### src/rtl/barrel_pkg.sv
// Shared encodings for the pipelined barrel shifter: shift modes and direction constants.
package barrel_pkg;

  localparam logic [1:0] MODE_LOGIC = 2'b00;
  localparam logic [1:0] MODE_ARITH = 2'b01;
  localparam logic [1:0] MODE_ROT   = 2'b10;
  localparam logic [1:0] MODE_RSVD  = 2'b11;

  localparam logic DIR_LEFT  = 1'b1;
  localparam logic DIR_RIGHT = 1'b0;

endpackage

### src/rtl/shift_level.sv
// One combinational barrel-shifter level: shifts data by 2^K when enabled.
module shift_level
  import barrel_pkg::*;
#(
  parameter int unsigned N = 32,
  parameter int unsigned K = 0
) (
  input  logic [N-1:0] d,
  input  logic         en,
  input  logic         lr,
  input  logic [1:0]   mode,
  input  logic         sign,
  output logic [N-1:0] q
);

  localparam int unsigned S = 2 ** K;

  always_comb begin
    q = d;
    if (en) begin
      if (lr == DIR_LEFT) begin
        // Arithmetic left is identical to logical left.
        if (mode == MODE_ROT || mode == MODE_RSVD) begin
          q = {d[N-S-1:0], d[N-1:N-S]};
        end else begin
          q = {d[N-S-1:0], {S{1'b0}}};
        end
      end else begin
        case (mode)
          MODE_LOGIC: q = {{S{1'b0}}, d[N-1:S]};
          MODE_ARITH: q = {{S{sign}}, d[N-1:S]};
          default:    q = {d[S-1:0], d[N-1:S]};
        endcase
      end
    end
  end

endmodule

### src/rtl/pipelined_barrel_shifter.sv
// Pipelined multi-mode barrel shifter: M shift levels grouped LVL_PER_STAGE per registered
// stage, with a valid/ready handshake and per-stage bubble collapse.
module pipelined_barrel_shifter
  import barrel_pkg::*;
#(
  parameter int unsigned N             = 32,
  parameter int unsigned M             = 5,
  parameter int unsigned LVL_PER_STAGE = 2
) (
  input  logic         clk,
  input  logic         reset,
  input  logic         in_valid,
  output logic         in_ready,
  input  logic [N-1:0] a,
  input  logic [M-1:0] amt,
  input  logic         lr,
  input  logic [1:0]   mode,
  output logic         out_valid,
  input  logic         out_ready,
  output logic [N-1:0] y
);

  localparam int unsigned L = (M + LVL_PER_STAGE - 1) / LVL_PER_STAGE;

  // Stage s consumes src_* (operation input for stage 0, previous stage registers otherwise).
  logic [L-1:0][N-1:0] src_data;
  logic [L-1:0][M-1:0] src_amt;
  logic [L-1:0][1:0]   src_mode;
  logic [L-1:0]        src_lr;
  logic [L-1:0]        src_sign;
  logic [L-1:0]        src_v;
  logic [L-1:0]        v_vec;
  logic [L-1:0]        adv;
  logic [M-1:0][N-1:0] lvl_out;

  for (genvar k = 0; k < M; k++) begin : g_lvl
    localparam int unsigned S = k / LVL_PER_STAGE;
    logic [N-1:0] lvl_in;
    if (k % LVL_PER_STAGE == 0) begin : g_first
      assign lvl_in = src_data[S];
    end else begin : g_chain
      assign lvl_in = lvl_out[k-1];
    end
    shift_level #(
      .N (N),
      .K (k)
    ) u_level (
      .d    (lvl_in),
      .en   (src_amt[S][k]),
      .lr   (src_lr[S]),
      .mode (src_mode[S]),
      .sign (src_sign[S]),
      .q    (lvl_out[k])
    );
  end

  for (genvar s = 0; s < L; s++) begin : g_stage
    localparam int unsigned Last =
        ((s + 1) * LVL_PER_STAGE < M) ? (s + 1) * LVL_PER_STAGE - 1 : M - 1;

    logic [N-1:0] data_q;
    logic [M-1:0] amt_q;
    logic [1:0]   mode_q;
    logic         lr_q;
    logic         sign_q;
    logic         v_q;

    if (s == 0) begin : g_src
      assign src_data[s] = a;
      assign src_amt[s]  = amt;
      assign src_mode[s] = mode;
      assign src_lr[s]   = lr;
      assign src_sign[s] = a[N-1];
      assign src_v[s]    = in_valid;
    end else begin : g_src
      assign src_data[s] = g_stage[s-1].data_q;
      assign src_amt[s]  = g_stage[s-1].amt_q;
      assign src_mode[s] = g_stage[s-1].mode_q;
      assign src_lr[s]   = g_stage[s-1].lr_q;
      assign src_sign[s] = g_stage[s-1].sign_q;
      assign src_v[s]    = g_stage[s-1].v_q;
    end

    assign v_vec[s] = v_q;
    // A stage moves when the sink drains or any stage at or after it holds a bubble.
    assign adv[s]   = out_ready || !(&v_vec[L-1:s]);

    always_ff @(posedge clk) begin
      if (reset) begin
        data_q <= '0;
        amt_q  <= '0;
        mode_q <= '0;
        lr_q   <= 1'b0;
        sign_q <= 1'b0;
        v_q    <= 1'b0;
      end else if (adv[s]) begin
        data_q <= lvl_out[Last];
        amt_q  <= src_amt[s];
        mode_q <= src_mode[s];
        lr_q   <= src_lr[s];
        sign_q <= src_sign[s];
        v_q    <= src_v[s];
      end
    end
  end

  // Amount bits already consumed and the last stage's sideband are never read.
  logic unused_ctrl;
  assign unused_ctrl = ^{src_amt, g_stage[L-1].amt_q, g_stage[L-1].mode_q,
                         g_stage[L-1].lr_q, g_stage[L-1].sign_q};

  assign in_ready  = adv[0];
  assign out_valid = v_vec[L-1];
  assign y         = g_stage[L-1].data_q;

endmodule

### config.mk
export PLATFORM = sky130hd
export DESIGN_NAME = pipelined_barrel_shifter
export DESIGN_NICKNAME = d
export VERILOG_FILES = /design/src/rtl/barrel_pkg.sv /design/src/rtl/shift_level.sv /design/src/rtl/pipelined_barrel_shifter.sv
export SDC_FILE = /design/constraint.sdc
export NUM_CORES = 1
export LEC_CHECK = 0
export ABC_AREA = 1
export CAP_MARGIN = 25
export CORE_ASPECT_RATIO = 0.5
export CORE_MARGIN = 2
export CORE_UTILIZATION = 25
export CTS_CLUSTER_DIAMETER = 200
export CTS_CLUSTER_SIZE = 20
export DETAILED_ROUTE_END_ITERATION = 10
export PLACE_DENSITY = 0.4
export RECOVER_POWER = 100
export SLEW_MARGIN = 20
export SYNTH_ARGS = -nofsm -noshare
export SYNTH_HDL_FRONTEND = slang
export SYNTH_SLANG_ARGS = --single-unit
### constraint.sdc
create_clock -name clk -period 1.9 [get_ports clk]
set_input_delay 0.38 -clock clk [delete_from_list [all_inputs] [get_ports clk]]
set_output_delay 0.38 -clock clk [all_outputs]
set_load 0.01 [all_outputs]
; ---- Yosys cells after proc, flatten, opt, wreduce, memory -nomap -nowiden
; Cells that the tools add are included.
[classes]
addsub = 0
mul = 0
n_div = 0
order_cmp = 0
n_eq_ne = 9
n_shift = 0
n_mux = 20
bitwise = 0
n_reduce_logical = 14
[ops]
columns = op, n
row1 = $mux W32, 10
row2 = $pmux W32 S2, 5
row3 = $mux W16, 1
row4 = $eq A2 B2 Y1 const B, 6
row5 = $mux W8, 1
row6 = $eq A2 B1 Y1 const B, 3
row7 = $logic_not A2 Y1, 3
row8 = $logic_or A1 B1 Y1, 6
row9 = $mux W4, 1
row10 = $logic_not A1 Y1, 3
row11 = $reduce_and A3 Y1, 1
row12 = $mux W2, 1
row13 = $reduce_and A2 Y1, 1
row14 = $mux W1, 1
[word_totals]
reg_bits = 117
latchBits = 0
mem_bits_rw = 0
rom_bits = 0
in_bits = 44
out_inout_bits = 34
elab_cells = 57
memories = 0

; ---- Depth between registers and ports, before layout
; Gate-level depths: netlist of the first run.
[depth]
word_depth = 8
ltp_mapped = 11
depth_no_buf = 9

; ---- Modules after synthesis
; Synthesis of the first run repeated with hierarchy kept, for this count alone.
[hier_totals]
cells_unflattened = 1333
hier_area_um2 = 7553.5
[modules_own_cells]
columns = mod, instances, cells_per_inst, area_each_um2, seq_area_each_um2
row1 = pipelined_barrel_shifter, 1, 566, 4112.7, 2222.1
row2 = shift_level (g_lvl[3].u_level), 1, 169, 743.2, 0.0
row3 = shift_level (g_lvl[1].u_level), 1, 149, 698.2, 0.0
row4 = shift_level (g_lvl[0].u_level), 1, 147, 693.2, 0.0
row5 = shift_level (g_lvl[2].u_level), 1, 156, 684.4, 0.0
row6 = shift_level (g_lvl[4].u_level), 1, 146, 621.8, 0.0

; ---- Least setup slack after synthesis of the first run
; No wires, ideal clock.
[synth_path]
path_kind = input to output
start = in out_ready
end = out in_ready
arrival_time_ns = 0.977
t_required_ns = 1.520
path_slack_ns = 0.543
path_stages = 5
path_buffers = 1
path_cell_list = inv_1 nand2_2 nor2_4 nand2_2 clkbuf_1
[synth_between]
elab_chain_len = 1
[synth_lines]
columns = item, line_no
row1 = from (decl), pipelined_barrel_shifter.sv:19  ; input logic out_ready,
row2 = $logic_or A1 B1 Y1, pipelined_barrel_shifter.sv:86  ; assign adv[s] = out_ready || !(&v_vec[L-1:s]);
row3 = to (decl), pipelined_barrel_shifter.sv:13  ; output logic in_ready,
; No other way between the ends.

; ---- Worst setup path in the final report of the first run
; Ends and elaborated chain as after synthesis.

==> results.ini, run 1 <==
[floorplanning]
core_mm2=0.0278
dieHeight_um=123
die_w_um=242
std_cell_rows=43
pin_count=78
initial_core_util_pct=25.5
die-area_mm2=0.0298

[routing]
drt_first_pass_iters=5
viasPerCell=4.81
remaining_drc_errors=0
wl_um=24900
top_layer_used=met4
route.met2.wl_um=9960
drt-met1-wl_um=13600
first_iter_violations=657
routedWlPerCell_um=15.6
routed-via-count=7646
ant_nets=0
wl_met3_um=940

[timing]
slew_headroom_pct=54.4
slew_viol_final=0
fmax_mhz=566
fin_crit_sh_pct=92.9
fin_skew_ns=0.00632
finalSetupViolations=0
finalHoldViolCount=0
rsz0062_at_grt=no
post-route-min-period_ns=1.77
worst_pin_slew_ns=0.683

[power]
ir_worst_vdd_v=0.000420
power_density_mw_per_mm2=693
power.leakage_nw=3.56

[flow_run]
maxCapViolCount=0

[cells_and_area]
n_fill_cell=3131
final_cell_mix=nand2_1 (317), o21ai_0 (174), a21oi_1 (115)
utilization_pct=30.9
final_nets=1247
synthToLayoutAreaGrowth_pct=21.0
drive_above_1_share_pct=7.45
fin_area_mm2=0.00857
layout.cells.most_common=nand2_1
regArea_mm2=0.00223
multi_input_area_mm2=0.00404
antenna_cells=0

[synthesis]
synth-edff-count=0
ys_ff_latch=111
yosys_warnings=0
avgSynthCellArea_um2=6.07
netlist_area_mm2=0.00708
synth_cell_types=29
postSynthCellCount=1167
synthFlopType=dfxtp_1
syn_nets=1211
yosysSeqAreaShare_pct=31.4
ys_async_sr_fraction_pct=0

[worst_setup_path]
worstPathCellList=clkdlybuf4s50_1 > inv_1 > nand2_1 > nor2_4 > nand2_1 > dlygate4sd2_1
cp_common_cell=nand2_1
arrival_ns=1.39
required_ns=1.52
worstSetupStartpointType=primary input
cp_max_fo=2
cpPeakStageDelay_ns=0.40
cp_slowest_cell=clkdlybuf4s50_1
path_class=primary input to output pin
end_kind=output pin

[cts]
hold_buffers=0
h-tree-depth=3
cts.clk_slew.worst_paths_ns=0.07
clock_sinks=111
cts_inserted_buffers=9
cts_buffer_depth=2
cts_root_buf=clkbuf_16
insertion_delay_ns=0.37
cts_tree=yes

[global_routing]
gr-total-overflow=0
grt_max_degree=61
antenna_found_initial=0
grt_pass1_wl_um=39500
grt_use_total_pct=16.7
grt_pass1_vias=6930

[worst_hold_path]
hp-class=register to register

[placement]
io_buffers=77
gp_congestion=0.828
post_dp_cell_area_mm2=0.00827
dp_hpwl_um=18200

[run_status]
status=finished, final reports clean

==> layer usage <==
layer,up-vias,GRT usage (%)
li1,3950,-
met1,3504,25.6
met2,178,24.0
met3,14,2.58
met4,0,4.21
met5,-,0
==> worst max-delay path, delay by kind of cell <==
family / cells / cell delay (ns)
buffers and inverters: 3 / 0.74
and+or+nand+nor: 3 / 0.26
==> synth_stat cells (2+ instances only) <==
cell type,instances,share of area (%)
nand3_2,5,0.71
clkbuf_2,3,0.21
clkbuf_1,37,2.0
o21ai_0,167,12
nand3_1,100,7.1
buf_1,4,0.21
o21ai_1,48,3.4
buf_2,30,2.1
inv_2,6,0.32
nand2_1,315,17
buf_6,7,1.1
nor2_4,2,0.32
or2_1,2,0.18
o22ai_1,16,1.4
a31oi_1,16,1.4
nand2_2,7,0.62
and2_1,3,0.27
or2_2,17,1.5
inv_1,80,4.2
buf_4,9,0.95
nor2_1,61,3.2
dfxtp_1,111,31
a21oi_1,115,8.1
==> area by class of cell <==
class / count / share of cell area [%]
clock buffer: 11 / 2.83
inverter: 88 / 3.89
sequential: 111 / 26.0
timing repair buffer: 116 / 14.1
tap: 382 / 5.58
multi-input combinational: 877 / 47.2
clock inverter: 5 / 0.482
==> flip-flops by register name, summed over array words and instances, names as in the netlist <==
name	cells
y	32
g_stage.amt_q	4
g_stage.lr_q	2
out_valid	1
g_stage.mode_q	4
g_lvl.lvl_in	64
g_stage.v_q	2
g_stage.sign_q	2
==> path summary, 6_finish.rpt <==
path / to / from / cells after the start / slack (ns)
setup / recovery: in_ready / out_ready / 6 / 0.13
hold / removal: g_stage[1].v_q / g_stage[0].v_q / 2 / 0.47
setup reg to reg: g_lvl[4].lvl_in[27] / g_stage[0].lr_q / 9 / 0.22
hold reg to reg: g_stage[1].v_q / g_stage[0].v_q / 2 / 0.47
==> report_power, final <==
part	switching, W	internal [W]	total (W)
clock	0.000945	0.000943	0.00189
combinational	0.000828	0.000546	0.00137
sequential	0.000175	0.00250	0.00268
==> cells by family (layout without fill, tap and decap cells) <==
| family | Yosys count | in the layout | synth area share, % |
|---|---|---|---|
| simple gates | 513 | 513 | 30.7 |
| flops | 111 | 111 | 31.4 |
| compound gates | 364 | 364 | 26.4 |
| buf+inv | 179 | 220 | 11.5 |
==> what timing repair did <==
action | CTS | global route
resized for setup | 1 | 1
endpoints found under the setup margin | 1 | 1
buffers inserted | 0 | 0
gates cloned | 0 | 1
==> per-stage QoR <==
step	worst slack, ns	total power, W	cells	hold WS, ns	TNS, ns
2_1_floorplan	0.543	0.00354	1167	0.449	0
3_3_place_gp	-0.0951	0.00412	1573	0.473	-0.0982
3_5_place_dp	-0.0870	0.00412	1573	0.472	-0.0926
4_1_cts	0.151	0.00604	1589	0.491	0
5_1_grt	0.0255	0.00630	1590	0.527	0
6_report	0.134	0.00594	1590	0.475	0
(Power assumes the default switching activity.)
==> inputs of run 2 (changes only) <==
--- a/config.mk
+++ b/config.mk
@@ -9,11 +9,11 @@
 export CAP_MARGIN = 25
 export CORE_ASPECT_RATIO = 0.5
 export CORE_MARGIN = 2
-export CORE_UTILIZATION = 25
+export CORE_UTILIZATION = 45
 export CTS_CLUSTER_DIAMETER = 200
 export CTS_CLUSTER_SIZE = 20
 export DETAILED_ROUTE_END_ITERATION = 10
-export PLACE_DENSITY = 0.4
+export PLACE_DENSITY = 0.64
 export RECOVER_POWER = 100
 export SLEW_MARGIN = 20
 export SYNTH_ARGS = -nofsm -noshare
==> run 2 against run 1 <==
Non-clock buffer count fell by 12. Clock-buffer cell count fell by 2. Largest power group unchanged. Register-to-register slack is essentially flat. Maximum frequency is 1.2% higher. Clock skew increased by 0.0028 ns. Final area decreased by 4.5%. Die area down 44%. Clock power rose by 5%. Combinational power shrank 5%. Global-route usage grew 7.8 points. Final cell count fell by 12%. Wire length is 18% lower.
==> results.ini, run 2 (same netlist as run 1, synthesis figures left out) <==
[floorplanning]
initial_core_util_pct=46.0  ; +21 points
pin_count=78  ; unchanged
die-area_mm2=0.0168  ; -44%
dieHeight_um=92.7  ; -25%
core_mm2=0.0154  ; -45%
die_w_um=181  ; -25%
std_cell_rows=32  ; -26%

[power]
power.leakage_nw=3.48  ; -2.3%
power.share.clock_pct=33.4  ; +1.6 points
power_density_mw_per_mm2=727  ; +4.9%
p_sw_share_pct=31.7  ; -1.1 points
netSwitchingPower_w=0.00189  ; -3.0%
seqPwrFrac_pct=44.8  ; -0.3 points
ir_worst_vdd_v=0.000437  ; +4.1%
p_int_w=0.00406  ; +1.8%
p_comb_share_pct=21.8  ; -1.3 points

[cts]
insertion_delay_ns=0.36  ; about the same
cts_tree=yes
cts_inserted_buffers=9  ; unchanged
h-tree-depth=3  ; unchanged
postCtsSetupBuffers=0  ; unchanged
cts.clk_slew.worst_paths_ns=0.07  ; about the same
clock_sinks=111  ; unchanged
cts_root_buf=clkbuf_16
cts_buffer_depth=2  ; unchanged

[cells_and_area]
antenna_cells=0  ; unchanged
largest_register_ffs=64  ; unchanged
synthToLayoutAreaGrowth_pct=15.6
layout.cells.most_common=nand2_1
final_cell_mix=nand2_1 (316), o21ai_0 (170), a21oi_1 (115)
fin_area_mm2=0.00818  ; -4.5%
drive_above_1_share_pct=6.95  ; -0.50 points
n_fill_cell=1605  ; -49%
final_nets=1235  ; -0.96%

[worst_setup_path]
worstSetupStartpointType=primary input
cp_max_fo=2  ; unchanged
critPathBufInv=3  ; unchanged
end_kind=output pin
cpPeakStageDelay_ns=0.40  ; about the same
path_class=primary input to output pin
arrival_ns=1.36  ; -0.03 ns
crit_family=buffers and inverters
cp_slowest_cell=clkdlybuf4s50_1
worstPathCellList=clkdlybuf4s50_1 > inv_1 > nand2_1 > nor2_4 > nand2_2 > dlygate4sd2_1
required_ns=1.52  ; about the same

[routing]
remaining_drc_errors=0  ; unchanged
routedWlPerCell_um=14.6  ; -6.5%
first_iter_violations=659  ; +0.30%
routed-via-count=7601  ; -0.59%
ant_nets=0  ; unchanged
wl_um=20500  ; -18%
drt_first_pass_iters=5  ; unchanged
viasPerCell=5.43  ; +13%

[timing]
rsz0062_at_grt=no
fin_skew_ns=0.00909  ; +0.00277 ns
post-route-min-period_ns=1.74  ; -0.0207 ns
finalHoldViolCount=0  ; unchanged
fin_crit_sh_pct=91.8  ; -1.1 points
fmax_mhz=573  ; +1.2%
slew_headroom_pct=57.3  ; +2.8 points
fin_setup_tns_ns=0  ; unchanged
worst_pin_slew_ns=0.641  ; -0.0422 ns
slew_viol_final=0  ; unchanged
finalSetupViolations=0  ; unchanged

[placement]
gp_congestion=0.869  ; +4.9%
post_dp_cell_area_mm2=0.00789  ; -4.6%
dp_hpwl_um=14500  ; -20%
io_buffers=77  ; unchanged

[global_routing]
grt_pass1_wl_um=33300  ; -16%
antenna_found_initial=0  ; unchanged
grt_use_total_pct=24.5  ; +7.8 points
grt_pass1_vias=6317  ; -8.8%
grt_max_degree=71  ; +16%
gr-total-overflow=0  ; unchanged

[run_status]
status=finished, final reports clean

[flow_run]
maxCapViolCount=0  ; unchanged

[worst_hold_path]
hp-class=register to register

run 2: changes by cell type in the layout (fill, tap and decap cells not counted), sizes merged:
| cell | change |
|---|---|
| inv | -2 |
| buf | -10 |
| clkinv | +2 |
| bufinv | +1 |
| clkbuf | -4 |
| dlygate4sd3 | -2 |
| clkdlybuf4s50 | +2 |
run 2: worst paths after layout:
path	start	to	slack (ns)	cells after the start
worst max register to register	g_stage[0].lr_q	g_lvl[4].lvl_in[20]	0.23	7
worst min-delay path	g_stage[0].amt_q[3]	g_stage[0].amt_q[3]	0.48	2
worst min register to register	g_stage[0].amt_q[3]	g_stage[0].amt_q[3]	0.48	2
worst max-delay path	out_ready	in_ready	0.16	6
run 2: worst register-to-register path, cell delays in order (launching register included):
cell and delay (ns):
dfxtp_2 0.36, inv_4 0.33, nor2_1 0.08, o21ai_0 0.49, nand2_1 0.11, nand2_1 0.08
inv_1 0.04, a21oi_1 0.12
run 2: metrics by stage:
stage	total power, W	utilization [%]	hold WS, ns	cells	setup slack, ns
after detailed placement	0.00402	51.3	0.469	1384	-0.0812
final	0.00595	53.2	0.479	1399	0.155
after floorplan	0.00354	-	0.449	1167	0.543
after global placement	0.00400	51.3	0.466	1384	-0.0779
after CTS	0.00600	53.3	0.480	1399	0.165
after global routing	0.00625	53.2	0.497	1399	0.0661
run 2: what timing repair did:
item / 4_1_cts / 5_1_grt
endpoints found under the setup margin: 1 / 0
hold buffers: 0 / 0
gates resized for setup: 1 / 0
run 2: layout make-up:
class	count	area, um2	share of cell area (%)
Clock buffer	9	225	2.75
Clock inverter	6	82.6	1.01
Inverter	88	333	4.07
Multi-Input combinational cell	877	4040	49.4
Sequential cell	111	2220	27.2
Tap cell	204	255	3.12
Timing Repair Buffer	104	1020	12.5
run 2: power groups by stage:
stage | Clock (W) | Combinational [W] | Sequential (W)
after global routing | 0.00210 | 0.00146 | 0.00269
final | 0.00199 | 0.00130 | 0.00266
after global placement | 0 | 0.00129 | 0.00271
after CTS | 0.00202 | 0.00131 | 0.00266
after detailed placement | 0 | 0.00130 | 0.00272
after floorplan | 0 | 0.000873 | 0.00267
run 2: routing by layer:
metal,vias to the layer above,part of all wire [%],wire (um),GRT usage (%)
met2,276,39,8000,33.7
met5,-,0,0,0
met3,15,6.4,1320,3.34
met4,0,0.99,202,4.88
li1,3910,-,-,-
met1,3400,53,10900,39.4
